===== src/rtl/fetch_unit_pkg.sv =====
// Shared definitions for the IF stage: FSM encodings, NOP word, PC step and
// the word-alignment helper used on redirect targets.
package fetch_unit_pkg;

    // FSM encodings kept as plain constants for compatibility with older tools
    localparam logic [1:0] ST_FETCH = 2'd0;
    localparam logic [1:0] ST_HOLD  = 2'd1;
    localparam logic [1:0] ST_DRAIN = 2'd2;

    localparam logic [31:0] NOP_INSTR = 32'h0000_0000;
    localparam logic [31:0] PC_STEP   = 32'd4;
    localparam logic [31:0] WORD_MASK = 32'hFFFF_FFFC;

    typedef logic [1:0] fetch_state_t;

    // Clear the byte-offset bits so every PC is word aligned
    function automatic logic [31:0] align_word(input logic [31:0] addr);
        return addr & WORD_MASK;
    endfunction

endpackage


===== src/rtl/fetch_pc_reg.sv =====
// Program counter register: load a target, step by one word, or hold.
// Load has priority over increment; the increment wraps modulo 2^32.
module fetch_pc_reg
    import fetch_unit_pkg::*;
#(
    parameter logic [31:0] RESET_PC = 32'h0000_0000
) (
    input  logic        CLK,
    input  logic        RST_N,
    input  logic        i_load,
    input  logic [31:0] i_load_val,
    input  logic        i_inc,
    output logic [31:0] o_pc,
    output logic [31:0] o_pc_plus4
);

    logic [31:0] r_pc;

    assign o_pc       = r_pc;
    assign o_pc_plus4 = r_pc + PC_STEP;

    // PC update: redirect load wins over sequential step
    always_ff @(posedge CLK or negedge RST_N) begin
        if (!RST_N) begin
            r_pc <= align_word(RESET_PC);
        end else if (i_load) begin
            r_pc <= i_load_val;
        end else if (i_inc) begin
            r_pc <= o_pc_plus4;
        end
    end

endmodule


===== src/rtl/fetch_unit.sv =====
// IF stage: owns the PC, fetches over a req/ack handshake with variable
// latency and drives the IF/ID register controls. Handles stalls, EX-stage
// redirects and memory wait states, inserting bubbles so ID never sees an
// instruction twice.
module fetch_unit
    import fetch_unit_pkg::*;
#(
    parameter logic [31:0] RESET_PC = 32'h0000_0000
) (
    input  logic        CLK,
    input  logic        RST_N,
    input  logic        ENABLE,
    input  logic        PC_write,
    input  logic        redirect_valid,
    input  logic [31:0] redirect_target,
    output logic        imem_req,
    output logic [31:0] imem_addr,
    input  logic        imem_ack,
    input  logic [31:0] imem_rdata,
    output logic [31:0] INSTRUCTION,
    output logic [31:0] NEW_PC,
    output logic        IF_ID_write,
    output logic        IF_flush
);

    fetch_state_t r_state;
    fetch_state_t w_state_d;
    logic [31:0]  r_hold_instr;
    logic [31:0]  r_pend_target;

    logic         w_go;
    logic         w_redir;
    logic [31:0]  w_tgt;
    logic [31:0]  w_pc;
    logic [31:0]  w_pc_plus4;
    logic         w_pc_load;
    logic [31:0]  w_pc_load_val;
    logic         w_pc_inc;
    logic         w_hold_load;
    logic         w_pend_load;
    logic         w_req;
    logic         w_write;
    logic         w_flush;
    logic [31:0]  w_instr;

    // ENABLE=0 looks like a stall and also masks redirects
    assign w_go    = ENABLE & PC_write;
    assign w_redir = ENABLE & redirect_valid;
    assign w_tgt   = align_word(redirect_target);

    fetch_pc_reg #(
        .RESET_PC (RESET_PC)
    ) u_pc_reg (
        .CLK        (CLK),
        .RST_N      (RST_N),
        .i_load     (w_pc_load),
        .i_load_val (w_pc_load_val),
        .i_inc      (w_pc_inc),
        .o_pc       (w_pc),
        .o_pc_plus4 (w_pc_plus4)
    );

    // Next-state, PC control and raw IF/ID controls from state and inputs
    always_comb begin
        w_state_d     = r_state;
        w_pc_load     = 1'b0;
        w_pc_load_val = w_tgt;
        w_pc_inc      = 1'b0;
        w_hold_load   = 1'b0;
        w_pend_load   = 1'b0;
        w_req         = 1'b0;
        w_write       = 1'b0;
        w_flush       = 1'b0;
        w_instr       = NOP_INSTR;

        case (r_state)
            ST_FETCH: begin
                w_req = 1'b1;
                if (w_redir) begin
                    w_flush = 1'b1;
                    if (imem_ack) begin
                        // Returned word belongs to the wrong path; drop it
                        w_pc_load = 1'b1;
                    end else begin
                        // Outstanding request must still complete first
                        w_pend_load = 1'b1;
                        w_state_d   = ST_DRAIN;
                    end
                end else if (imem_ack) begin
                    if (w_go) begin
                        w_instr  = imem_rdata;
                        w_write  = 1'b1;
                        w_pc_inc = 1'b1;
                    end else begin
                        w_hold_load = 1'b1;
                        w_state_d   = ST_HOLD;
                    end
                end else if (w_go) begin
                    w_flush = 1'b1;
                end
            end

            ST_HOLD: begin
                w_instr = r_hold_instr;
                if (w_redir) begin
                    w_pc_load = 1'b1;
                    w_flush   = 1'b1;
                    w_state_d = ST_FETCH;
                end else if (w_go) begin
                    w_write   = 1'b1;
                    w_pc_inc  = 1'b1;
                    w_state_d = ST_FETCH;
                end
            end

            ST_DRAIN: begin
                // Address stays at the stale PC until its ack arrives
                w_req   = 1'b1;
                w_flush = w_go | w_redir;
                if (w_redir) begin
                    w_pend_load = 1'b1;
                end
                if (imem_ack) begin
                    w_pc_load     = 1'b1;
                    w_pc_load_val = w_redir ? w_tgt : r_pend_target;
                    w_state_d     = ST_FETCH;
                end
            end

            default: begin
                w_state_d = ST_FETCH;
            end
        endcase
    end

    // FSM state register
    always_ff @(posedge CLK or negedge RST_N) begin
        if (!RST_N) begin
            r_state <= ST_FETCH;
        end else begin
            r_state <= w_state_d;
        end
    end

    // Captured word while stalled, and latest redirect target while draining
    always_ff @(posedge CLK or negedge RST_N) begin
        if (!RST_N) begin
            r_hold_instr  <= 32'h0;
            r_pend_target <= 32'h0;
        end else begin
            if (w_hold_load) begin
                r_hold_instr <= imem_rdata;
            end
            if (w_pend_load) begin
                r_pend_target <= w_tgt;
            end
        end
    end

    // Controls are forced low while reset is asserted
    assign imem_req    = w_req & RST_N;
    assign imem_addr   = w_pc;
    assign INSTRUCTION = w_instr;
    assign NEW_PC      = w_pc_plus4;
    assign IF_ID_write = w_write & RST_N;
    assign IF_flush    = w_flush & RST_N;

endmodule


===== config.mk =====
export PLATFORM = sky130hd
export DESIGN_NAME = fetch_unit
export DESIGN_NICKNAME = d
export VERILOG_FILES = /design/src/rtl/fetch_unit_pkg.sv /design/src/rtl/fetch_pc_reg.sv /design/src/rtl/fetch_unit.sv
export SDC_FILE = /design/constraint.sdc
export NUM_CORES = 1
export LEC_CHECK = 0
export ABC_AREA = 1
export CORE_MARGIN = 2
export CORE_UTILIZATION = 47
export DETAILED_ROUTE_END_ITERATION = 7
export GPL_TIMING_DRIVEN = 0
export PLACE_DENSITY = 0.77
export SLEW_MARGIN = 15
export SYNTH_ARGS = -nofsm -noshare
export SYNTH_HDL_FRONTEND = slang
export SYNTH_SLANG_ARGS = --single-unit

===== constraint.sdc =====
create_clock -name CLK -period 1.8 [get_ports CLK]
set_clock_uncertainty 0.2 [all_clocks]
set_input_delay 0.27 -clock CLK [delete_from_list [all_inputs] [get_ports CLK]]
set_output_delay 0.27 -clock CLK [all_outputs]
set_load 0.005 [all_outputs]

==> impl_metrics.json <==
{
  "tritoncts.num_buffers": 9,
  "rows": 39,
  "overflow": 0,
  "whs_ns": -0.393,
  "start_util_pct": 47.8,
  "syn_to_final_growth_pct": 87.0,
  "maxCapViolations": 0,
  "vias_per_cell": 6.38,
  "gp_congestion": 0.932,
  "htree_levels": 3,
  "final_nets": 1169,
  "cts_tree": "done",
  "ys_seq_area_share_pct": 43.3,
  "place_ws_ns": -1.15,
  "crit_required_ns": 1.33,
  "grt_pass1_vias": 6647,
  "peakVddDrop_uv": 919,
  "p_total_w": 0.0123,
  "wl_per_cell_um": 25.6,
  "cp.arrival_ns": 2.59,
  "worst_pin_slew_ns": 0.918,
  "drc": 153,
  "clock_path_buffers": 2,
  "grt_usage_pct": 33.3,
  "cts.sinks": 94,
  "ys_ff_latch": 94,
  "core_um2": 11400,
  "max_freq_mhz": 327,
  "fin_crit_sh_pct": 170,
  "netlist.area_leader.share_pct": 43.3,
  "worstSetupStartpointType": "flop",
  "crit_type": "flop to output port",
  "drive_gt1_share_pct": 45.3,
  "critPathCaptureType": "output port",
  "grtUsageMet3_pct": 7.40,
  "die_area_um2": 12400,
  "hp-class": "primary input to async pin",
  "hold_violations": 40,
  "dp_cells": 1079,
  "grt_pass1_wl_mm": 33.2,
  "drt_wl_total_mm": 31.9,
  "synth_commonest_cells": "262 x nand2_1, 118 x o21ai_0, 97 x inv_1, 94 x dfrtp_1, 47 x nand3_1",
  "yosys_warnings": 0,
  "rsz0062_at_grt": "yes",
  "syn_area_um2": 5430,
  "fin_crit_ns": 3.06,
  "ioPinCount": 169,
  "io_buffers": 162,
  "dieWidth_um": 112,
  "met2_usage_pct": 57.3,
  "power_density_nw_per_um2": 1210,
  "synth_cells": 770,
  "antenna_found_initial": 0,
  "ant_nets": 0,
  "die_h_um": 112,
  "synth_area_leaders": "dfrtp_1 43%, nand2_1 18%, o21ai_0 11%",
  "synth-edff-count": 0,
  "drv_slew": 0,
  "drt-pass1-iter-count": 8,
  "grt_use_met1_pct": 39.1,
  "grt_max_degree": 56,
  "ys.flop_type": "dfrtp_1",
  "violations": "design-rule violations, negative hold slack, negative setup slack",
  "drt_iter0_drc": 1289,
  "avgSynthCellArea_um2": 7.05,
  "num_vias": 7950,
  "p_leak_nw": 5.29,
  "clk_pin_slew_ns": 0.09,
  "root_buffer": "clkbuf_16",
  "setup_viol": 122,
  "synth_most_common_cell": "nand2_1",
  "async_flop_share_pct": 100,
  "hpwl_mm": 12.7,
  "path_max_fanout": 5,
  "top_usage_layer": "met2",
  "worst_slack_ns": -1.26,
  "yosysTopAreaCell": "dfrtp_1",
  "status": "complete, but fails checks",
  "ys_types": 34,
  "clock_latency_ns": 0.37,
  "maxSlewHeadroom_pct": 38.1,
  "stdcell_count": 1247
}
[kinds of logic (layout without fill, tap and decap cells)]
group	count (synthesis)	count (layout)	share of synthesized area [%]
xor gates and xnor gates	12	12	1.94
and+or+nand+nor	376	376	29.4
adders and majority gates	1	1	0.230
AOI/OAI and AO/OA	151	151	14.6
other	1	5	0.0690
DFF	94	94	43.3
buffers and inverters	135	465	10.4
[worst paths after layout]
check | from | endpoint | slack (ns) | cells past startpoint
max | u_pc_reg.o_pc[27]$_DFFE_PN0P_ | NEW_PC[31] | -1.26 | 7
max in group asynchronous | RST_N | u_pc_reg.o_pc[17]$_DFFE_PN0P_ | 1.08 | 2
max reg2reg | u_pc_reg.o_pc[27]$_DFFE_PN0P_ | u_pc_reg.o_pc[31]$_DFFE_PN0P_ | -1.22 | 14
min reg2reg | r_pend_target[23]$_DFFE_PN0P_ | r_pend_target[23]$_DFFE_PN0P_ | 0.29 | 2
min in group CLK | imem_ack | r_state[1]$_DFFE_PN0P_ | 0.26 | 2
min | RST_N | u_pc_reg.o_pc[9]$_DFFE_PN0P_ | -0.39 | 1
[metal layers]
metal  part of all wire, %  vias to the layer above  wire length, um
li1                      -                     3082                -
met1                    31                     3603             9730
met2                    43                      922            13800
met3                    16                      341             4950
met4                    10                        2             3330
met5                  0.19                        -               60
[metrics by stage]
stage          setup TNS, ns  instance area [um2]  utilization [%]
5_1_grt               -51.48                10200             89.3
6_report              -48.21                10200             89.3
3_3_place_gp         -394.31                 7240             63.7
3_5_place_dp          -69.12                 7270             64.0
2_1_floorplan              0                 5440                -
4_1_cts               -26.65                 8960             78.8
[placed cells by master, fill, tap and decap left out, types with 3 or more instances in the layout]
cell type / count
nand3_2: 31
xor2_2: 7
o21ai_1: 25
o211ai_1: 10
nand3b_1: 3
nand3_4: 6
buf_8: 10
dlygate4sd2_1: 13
nand2_4: 30
clkbuf_2: 7
buf_4: 67
buf_12: 4
nand3_1: 10
conb_1: 4
o21ai_0: 59
and2_1: 3
a21oi_2: 3
nor2_4: 16
dfrtp_2: 26
clkdlybuf4s50_1: 75
a21oi_1: 14
clkinv_2: 3
inv_1: 91
nor2_2: 7
clkbuf_16: 15
buf_6: 91
buf_2: 59
nand2_1: 190
dlymetal6s2s_1: 11
nand2_2: 48
o21ai_2: 31
o21ai_4: 4
nor2_1: 21
dfrtp_1: 68
inv_2: 5
[registers in the layout, summed over array words and instances (netlist names)]
name           count
r_pend_target     30
u_pc_reg.o_pc     30
r_state            2
r_hold_instr      32
[repair_timing]
action                                  CTS  global route
gates resized for setup                 524           251
cloned                                    3             5
endpoints found under the setup margin  102           160
pin swaps                                50            39
endpoints found under the hold margin    39            39
setup buffers                           122            49
[worst max-delay path, cell delays in order, from the launching register on]
cell and delay [ns]:
dfrtp_1 0.49, inv_1 0.19, nor3_1 0.77, nand2_1 0.16, nor2_2 0.20, nand3_2 0.12, and2_4 0.18, buf_2 0.12
[report_power, final]
| group | switching (W) | internal (W) | leakage [nW] | total, W |
|---|---|---|---|---|
| logic | 0.00327 | 0.00303 | 3.99 | 0.00629 |
| registers | 0.000936 | 0.00285 | 1.14 | 0.00378 |
| clock network | 0.000950 | 0.00126 | 0.163 | 0.00221 |
| total | 0.00515 | 0.00713 | 5.29 | 0.0123 |
[cell type report]
cell class              instances  area [um2]
diodes                          1        2.50
repair buffers                314        2960
inverters                     100         398
well taps                     143         179
clock buffers                  10         239
fillers                       456        1210
flip-flops and latches         94        2380
plain buffers                  35         364
clock inverters                 6        83.8
multi-input cells             544        3540
Note: power is estimated with default switching activity, not from simulation.
